<file path="src/rtl/fan_tach_monitor.sv">
// fan_tach_monitor
//   Measures fan speed as tach pulses per fixed gate window and flags stalls.
//   The raw tach line is double-synchronized and debounced; every 1->0 edge of
//   the debounced level counts as one pulse. A gate counter closes a window
//   every GATE_CYCLES clocks, publishing the count with a one-cycle strobe.
//   A small FSM ignores the first SETTLE_WINDOWS windows after power-up and
//   then declares a stall after STALL_WINDOWS consecutive slow windows.
//
// Ports
//   clk          rising-edge clock
//   rst_n        asynchronous active-low reset
//   tach_in      raw tachometer line (async, idle high)
//   fan_switch   fan powered
//   line_choice  00 two-line (no tach), 01 three-line, 10/11 four-line
//   tach_count   pulses in the last closed window
//   count_valid  one-cycle strobe when tach_count updates
//   stall        fan declared stalled (STALL state only)
//   state_out    00 IDLE, 01 SETTLE, 10 RUN, 11 STALL
module fan_tach_monitor #(
  parameter logic [23:0] GATE_CYCLES    = 24'd1_000_000,
  parameter int unsigned DEB_CYCLES     = 8,
  parameter logic [15:0] STALL_MIN      = 16'd2,
  parameter int unsigned STALL_WINDOWS  = 3,
  parameter int unsigned SETTLE_WINDOWS = 2
) (
  input  logic        clk,
  input  logic        rst_n,
  input  logic        tach_in,
  input  logic        fan_switch,
  input  logic [1:0]  line_choice,
  output logic [15:0] tach_count,
  output logic        count_valid,
  output logic        stall,
  output logic [1:0]  state_out
);

  typedef enum logic [1:0] {
    S_IDLE   = 2'b00,
    S_SETTLE = 2'b01,
    S_RUN    = 2'b10,
    S_STALL  = 2'b11
  } state_t;

  localparam logic [3:0]  DEB_LIM    = 4'(DEB_CYCLES);
  localparam logic [23:0] GATE_LAST  = GATE_CYCLES - 24'd1;
  localparam logic [7:0]  SETTLE_LIM = 8'(SETTLE_WINDOWS);
  localparam logic [7:0]  STALL_LIM  = 8'(STALL_WINDOWS);

  // ---------------------------------------------------------------------------
  // State
  // ---------------------------------------------------------------------------
  logic        sync1_q, sync1_d;
  logic        sync2_q, sync2_d;
  logic        filt_q, filt_d;
  logic        filt_dly_q, filt_dly_d;
  logic [3:0]  deb_cnt_q, deb_cnt_d;
  logic [23:0] gate_q, gate_d;
  logic [15:0] pulse_q, pulse_d;
  logic [15:0] tach_count_q, tach_count_d;
  logic        count_valid_q, count_valid_d;
  logic [7:0]  settle_q, settle_d;
  logic [7:0]  low_q, low_d;
  state_t      state_q, state_d;

  // ---------------------------------------------------------------------------
  // Synchronizer and debounce filter
  // ---------------------------------------------------------------------------
  always_comb begin
    sync1_d   = tach_in;
    sync2_d   = sync1_q;
    filt_d    = filt_q;
    deb_cnt_d = '0;
    // Counter tracks how many consecutive samples disagree with the accepted
    // level; any agreeing sample restarts the run, so short glitches vanish.
    if (sync2_q != filt_q) begin
      if (deb_cnt_q == DEB_LIM - 4'd1) filt_d = sync2_q;
      else                             deb_cnt_d = deb_cnt_q + 4'd1;
    end
    filt_dly_d = filt_q;
  end

  // Falling edge of the filtered level, registered one cycle after the
  // filter flips.
  logic fall;
  assign fall = filt_dly_q & ~filt_q;

  // ---------------------------------------------------------------------------
  // Gate window and pulse counter
  // ---------------------------------------------------------------------------
  logic        active;
  logic        running;
  logic        term;
  logic [15:0] pulse_inc;
  logic        low_window;

  assign active  = fan_switch & (line_choice != 2'b00);
  // The activation cycle itself (IDLE with active high) keeps counters at 0,
  // so the first window begins on the following cycle.
  assign running = active & (state_q != S_IDLE);
  assign term    = running & (gate_q == GATE_LAST);

  // Saturating add; the terminal-count cycle's pulse lands in the closing
  // window because the latched value already includes it.
  assign pulse_inc  = (pulse_q == 16'hFFFF) ? pulse_q : pulse_q + {15'd0, fall};
  assign low_window = pulse_inc < STALL_MIN;

  always_comb begin
    gate_d        = '0;
    pulse_d       = '0;
    tach_count_d  = tach_count_q;
    count_valid_d = 1'b0;
    if (running) begin
      if (term) begin
        tach_count_d  = pulse_inc;
        count_valid_d = 1'b1;
      end else begin
        gate_d  = gate_q + 24'd1;
        pulse_d = pulse_inc;
      end
    end
  end

  // ---------------------------------------------------------------------------
  // Monitor FSM
  // ---------------------------------------------------------------------------
  always_comb begin
    state_d  = state_q;
    settle_d = settle_q;
    low_d    = low_q;
    if (!active) begin
      // Dropping active discards any window in progress, including one whose
      // terminal count coincides with the drop.
      state_d  = S_IDLE;
      settle_d = '0;
      low_d    = '0;
    end else begin
      unique case (state_q)
        S_IDLE: begin
          state_d  = S_SETTLE;
          settle_d = '0;
          low_d    = '0;
        end
        S_SETTLE: begin
          if (term) begin
            if (settle_q + 8'd1 >= SETTLE_LIM) begin
              state_d  = S_RUN;
              settle_d = '0;
              low_d    = '0;
            end else begin
              settle_d = settle_q + 8'd1;
            end
          end
        end
        S_RUN: begin
          if (term) begin
            if (low_window) begin
              low_d = low_q + 8'd1;
              if (low_q + 8'd1 >= STALL_LIM) state_d = S_STALL;
            end else begin
              low_d = '0;
            end
          end
        end
        S_STALL: begin
          // Any healthy window is enough to recover.
          if (term && !low_window) begin
            state_d = S_RUN;
            low_d   = '0;
          end
        end
        default: state_d = S_IDLE;
      endcase
    end
  end

  // ---------------------------------------------------------------------------
  // Registers
  // ---------------------------------------------------------------------------
  always_ff @(posedge clk or negedge rst_n) begin
    if (!rst_n) begin
      sync1_q       <= 1'b1;
      sync2_q       <= 1'b1;
      filt_q        <= 1'b1;
      filt_dly_q    <= 1'b1;
      deb_cnt_q     <= '0;
      gate_q        <= '0;
      pulse_q       <= '0;
      tach_count_q  <= '0;
      count_valid_q <= 1'b0;
      settle_q      <= '0;
      low_q         <= '0;
      state_q       <= S_IDLE;
    end else begin
      sync1_q       <= sync1_d;
      sync2_q       <= sync2_d;
      filt_q        <= filt_d;
      filt_dly_q    <= filt_dly_d;
      deb_cnt_q     <= deb_cnt_d;
      gate_q        <= gate_d;
      pulse_q       <= pulse_d;
      tach_count_q  <= tach_count_d;
      count_valid_q <= count_valid_d;
      settle_q      <= settle_d;
      low_q         <= low_d;
      state_q       <= state_d;
    end
  end

  assign tach_count  = tach_count_q;
  assign count_valid = count_valid_q;
  assign stall       = (state_q == S_STALL);
  assign state_out   = state_q;

endmodule

</file>
<file path="config.mk">
export PLATFORM = sky130hd
export DESIGN_NAME = fan_tach_monitor
export DESIGN_NICKNAME = d
export VERILOG_FILES = /design/src/rtl/fan_tach_monitor.sv
export SDC_FILE = /design/constraint.sdc
export NUM_CORES = 1
export LEC_CHECK = 0
export BUFFER_PORTS_ARGS = -buffer_cell sky130_fd_sc_hd__buf_2
export CAP_MARGIN = 20
export CORE_ASPECT_RATIO = 0.9
export CORE_UTILIZATION = 40
export CTS_CLUSTER_SIZE = 12
export DETAILED_ROUTE_END_ITERATION = 8
export PLACE_DENSITY = 0.64
export SETUP_SLACK_MARGIN = 0.4
export SLEW_MARGIN = 20
export SYNTH_ARGS = -nofsm -noshare
export SYNTH_HDL_FRONTEND = slang
export SYNTH_SLANG_ARGS = --single-unit
</file>
<file path="constraint.sdc">
create_clock -name clk -period 3 [get_ports clk]
set_clock_uncertainty 0.15 [all_clocks]
set_input_delay 0.15 -clock clk [delete_from_list [all_inputs] [get_ports clk]]
set_output_delay 0.15 -clock clk [all_outputs]
set_load 0.02 [all_outputs]
</file>
==> results.yml <==
synthesis:
  ys_seq_elements: 83
  syn_nets: 455
  yosysSeqAreaShare_pct: 49.5
  synth-edff-count: 0
  yosys_warnings: 0
  netlist_area_sq_um: 4210
  yosysMostFrequentCell: "dfrtp_1"
  synth_common_cells: "dfrtp_1, nor2_1, nand2_1, nand3_1, o21ai_0"
  post-synth-top-area-fraction_pct: 47.0
  synth_cell_types: 51
  synth_async_sr_flop_share_pct: 100
  syn_area_per_cell_sq_um: 9.57
  synthTopCellsByArea: "dfrtp_1, nor2_1, xnor2_1, nand2_1, xor2_1"
  synth_top_area_cell: "dfrtp_1"
  synth_cells: 440
  synth_ff_type: "dfrtp_1"
timing:
  slew_violations: 0
  worst-slew-pin-transition_ns: 0.754
  finalCritPeriodShare_pct: 87.7
  post-route-min-period_ns: 2.63
  max_freq_ghz: 0.380
  fin_setup_tns_ns: 0
  maxSlewHeadroom_pct: 49.8
  hold_viol_final: 0
  setup_violations: 0
  rsz0062_at_grt: "true"
route:
  drt-pass1-iter-count: 4
  vias: 3331
  wirelength_microns: 9030
  ant_nets: 0
  drtIter0Drc: 140
  drc: 0
  vias_per_cell: 5.42
  wl_per_cell_microns: 14.7
power:
  power.internal_uw: 1910
  power_leakage_uw: 0.00220
  seqPwrFrac_pct: 45.5
  switching_share_pct: 28.6
  ir_drop_v: 0.000402
  clockPowerShare_pct: 39.6
  power_frac_comb_pct: 14.9
  power_density_nw_per_um2: 531
  p_switching_uw: 763
clock_tree:
  cts-root-buf: "clkbuf_16"
  cts_buffers: 9
  cts_tree: "done"
  clockBufferDepth: 2
  cts_max_level: 3
  worstSkewPairLatency_ns: 0.34
  clkSinkCount: 83
  clk_pin_slew_ns: 0.07
global_route:
  overflow: 0
  grt_pass1_wl_microns: 15600
  grt_max_degree: 84
  antenna_found_initial: 0
  grt_pass1_vias: 3227
  grt_usage_pct: 18.2
setup_path:
  start_kind: "flop"
  critical_path_required_ns: 3.07
  path_max_fanout: 5
  worstSetupPathType: "flop to flop"
  end_kind: "flop"
  worstPathArrival_ns: 2.70
finish:
  antenna_cells: 0
  fill_cells: 943
  multi_input_area_sq_um: 2150
  drive_gt1_share_pct: 18.9
  nets: 496
  regArea_sq_um: 2080
  area_delta_synth_final_pct: 19.6
  final_cells: 615
  fin_area_sq_um: 5040
floorplan:
  fp.dieH_microns: 99.3
  die_width_microns: 110
  dieArea_sq_um: 10900
  core-area_sq_um: 10200
  io_pins: 26
  initial_core_util_pct: 41.1
  row_count: 35
place:
  dpl.cell_count: 588
  gp_congestion: 0.829
  placed_cell_area_sq_um: 4550
  io_buffers: 25
  hpwl_microns: 5870
run_status:
  status: "complete, no violations"
hold_path:
  hold_path.class: "primary input to flop"
flow_run:
  cap_violations: 0
==> worst max-delay path, stage by stage (launching register included) <==
cell and delay, ns:
dfstp_2 0.52, nor2b_4 0.14, ha_4 0.18, ha_4 0.16
and3_1 0.17, o2111ai_2 0.13, a21oi_2 0.20, o2111ai_2 0.14
nor4b_4 0.25, buf_6 0.17, a31oi_4 0.13, mux2i_1 0.16
==> what timing repair did <==
item / 4_1_cts / 5_1_grt
endpoints found under the hold margin: 80 / 0
pin swaps: 9 / 7
hold buffers: 2 / 0
setup endpoints to repair: 10 / 10
gates resized for setup: 15 / 7
setup buffers: 6 / 2
gates cloned: 1 / 0
==> cell families after synthesis <==
| family | Yosys count | share of synthesized area [%] |
|---|---|---|
| and+or+nand+nor | 210 | 25.5 |
| DFF | 83 | 49.5 |
| AOI/OAI and AO/OA | 65 | 10.3 |
| xor gates and xnor gates | 37 | 7.70 |
| buffers and inverters | 30 | 2.85 |
| adders and majority gates | 9 | 2.68 |
| muxes | 6 | 1.46 |
==> cells in the final DEF, fill, tap and decap left out, drive strengths merged, types with 3 or more instances in the layout <==
cell type	instances
and2	11
nor2b	4
a31oi	6
inv	18
or3	5
nor4	5
nor2	59
clkbuf	9
nor3	13
o2111ai	5
o21ai	25
ha	9
xnor2	21
nand3	23
o211ai	4
and3	12
clkinv	4
a21oi	10
and4	8
buf	42
o22ai	4
dfstp	4
nand4	10
xor2	16
nand2	47
or4	5
dfrtp	79
mux2i	5
nor4b	3
==> per-stage QoR <==
stage	total power (uW)	setup WS, ns	hold WS (ns)	util (%)
after floorplan	1440	0.341	-0.296	-
after global routing	2810	0.183	0.113	49.1
after detailed placement	1570	0.187	0.111	44.4
final	2670	0.369	0.0959	49.1
after global placement	1570	0.237	0.109	44.4
after CTS	2700	0.382	0.0846	48.6
==> routing by layer <==
metal	GRT usage (%)	share of wire [%]
met5	0	0
met4	6.28	1.6
met3	4.78	3.9
met2	27.5	47
met1	25.3	48
==> path summary, 6_finish.rpt <==
kind	startpoint	end	slack, ns	cells after the start
max	filt_dly_q	state_out[0]	0.37	11
min	fan_switch	state_out[1]	0.1	3
min reg2reg	sync1_q	sync2_q	0.21	0
max reg2reg	filt_dly_q	state_out[0]	0.37	11
max in group asynchronous	rst_n	gate_q[11]	1.91	2
min in group asynchronous	rst_n	deb_cnt_q[2]	0.25	2
==> sequential cells by signal, indices dropped and copies added (netlist names) <==
signal	cells
sync1_q	1
pulse_q	16
deb_cnt_q	4
settle_q	8
state_out	2
sync2_q	1
gate_q	24
filt_dly_d	1
filt_dly_q	1
count_valid	1
tach_count	16
low_q	8
==> power groups by stage <==
stage	sequential, uW	combinational [uW]	clock, uW
global route	1220	443	1140
CTS	1210	387	1090
finish	1220	398	1060
global placement	1230	332	0
detailed placement	1230	338	0
floorplan	1250	190	0
==> final cells by class <==
| cell class | instances | area share, % |
|---|---|---|
| Clock buffer | 9 | 4.47 |
| Multi-Input combinational cell | 328 | 42.7 |
| Timing Repair Buffer | 44 | 5.94 |
| Tap cell | 129 | 3.20 |
| Clock inverter | 7 | 1.22 |
| Sequential cell | 83 | 41.3 |
| Inverter | 15 | 1.12 |
(Power assumes the default switching activity.)
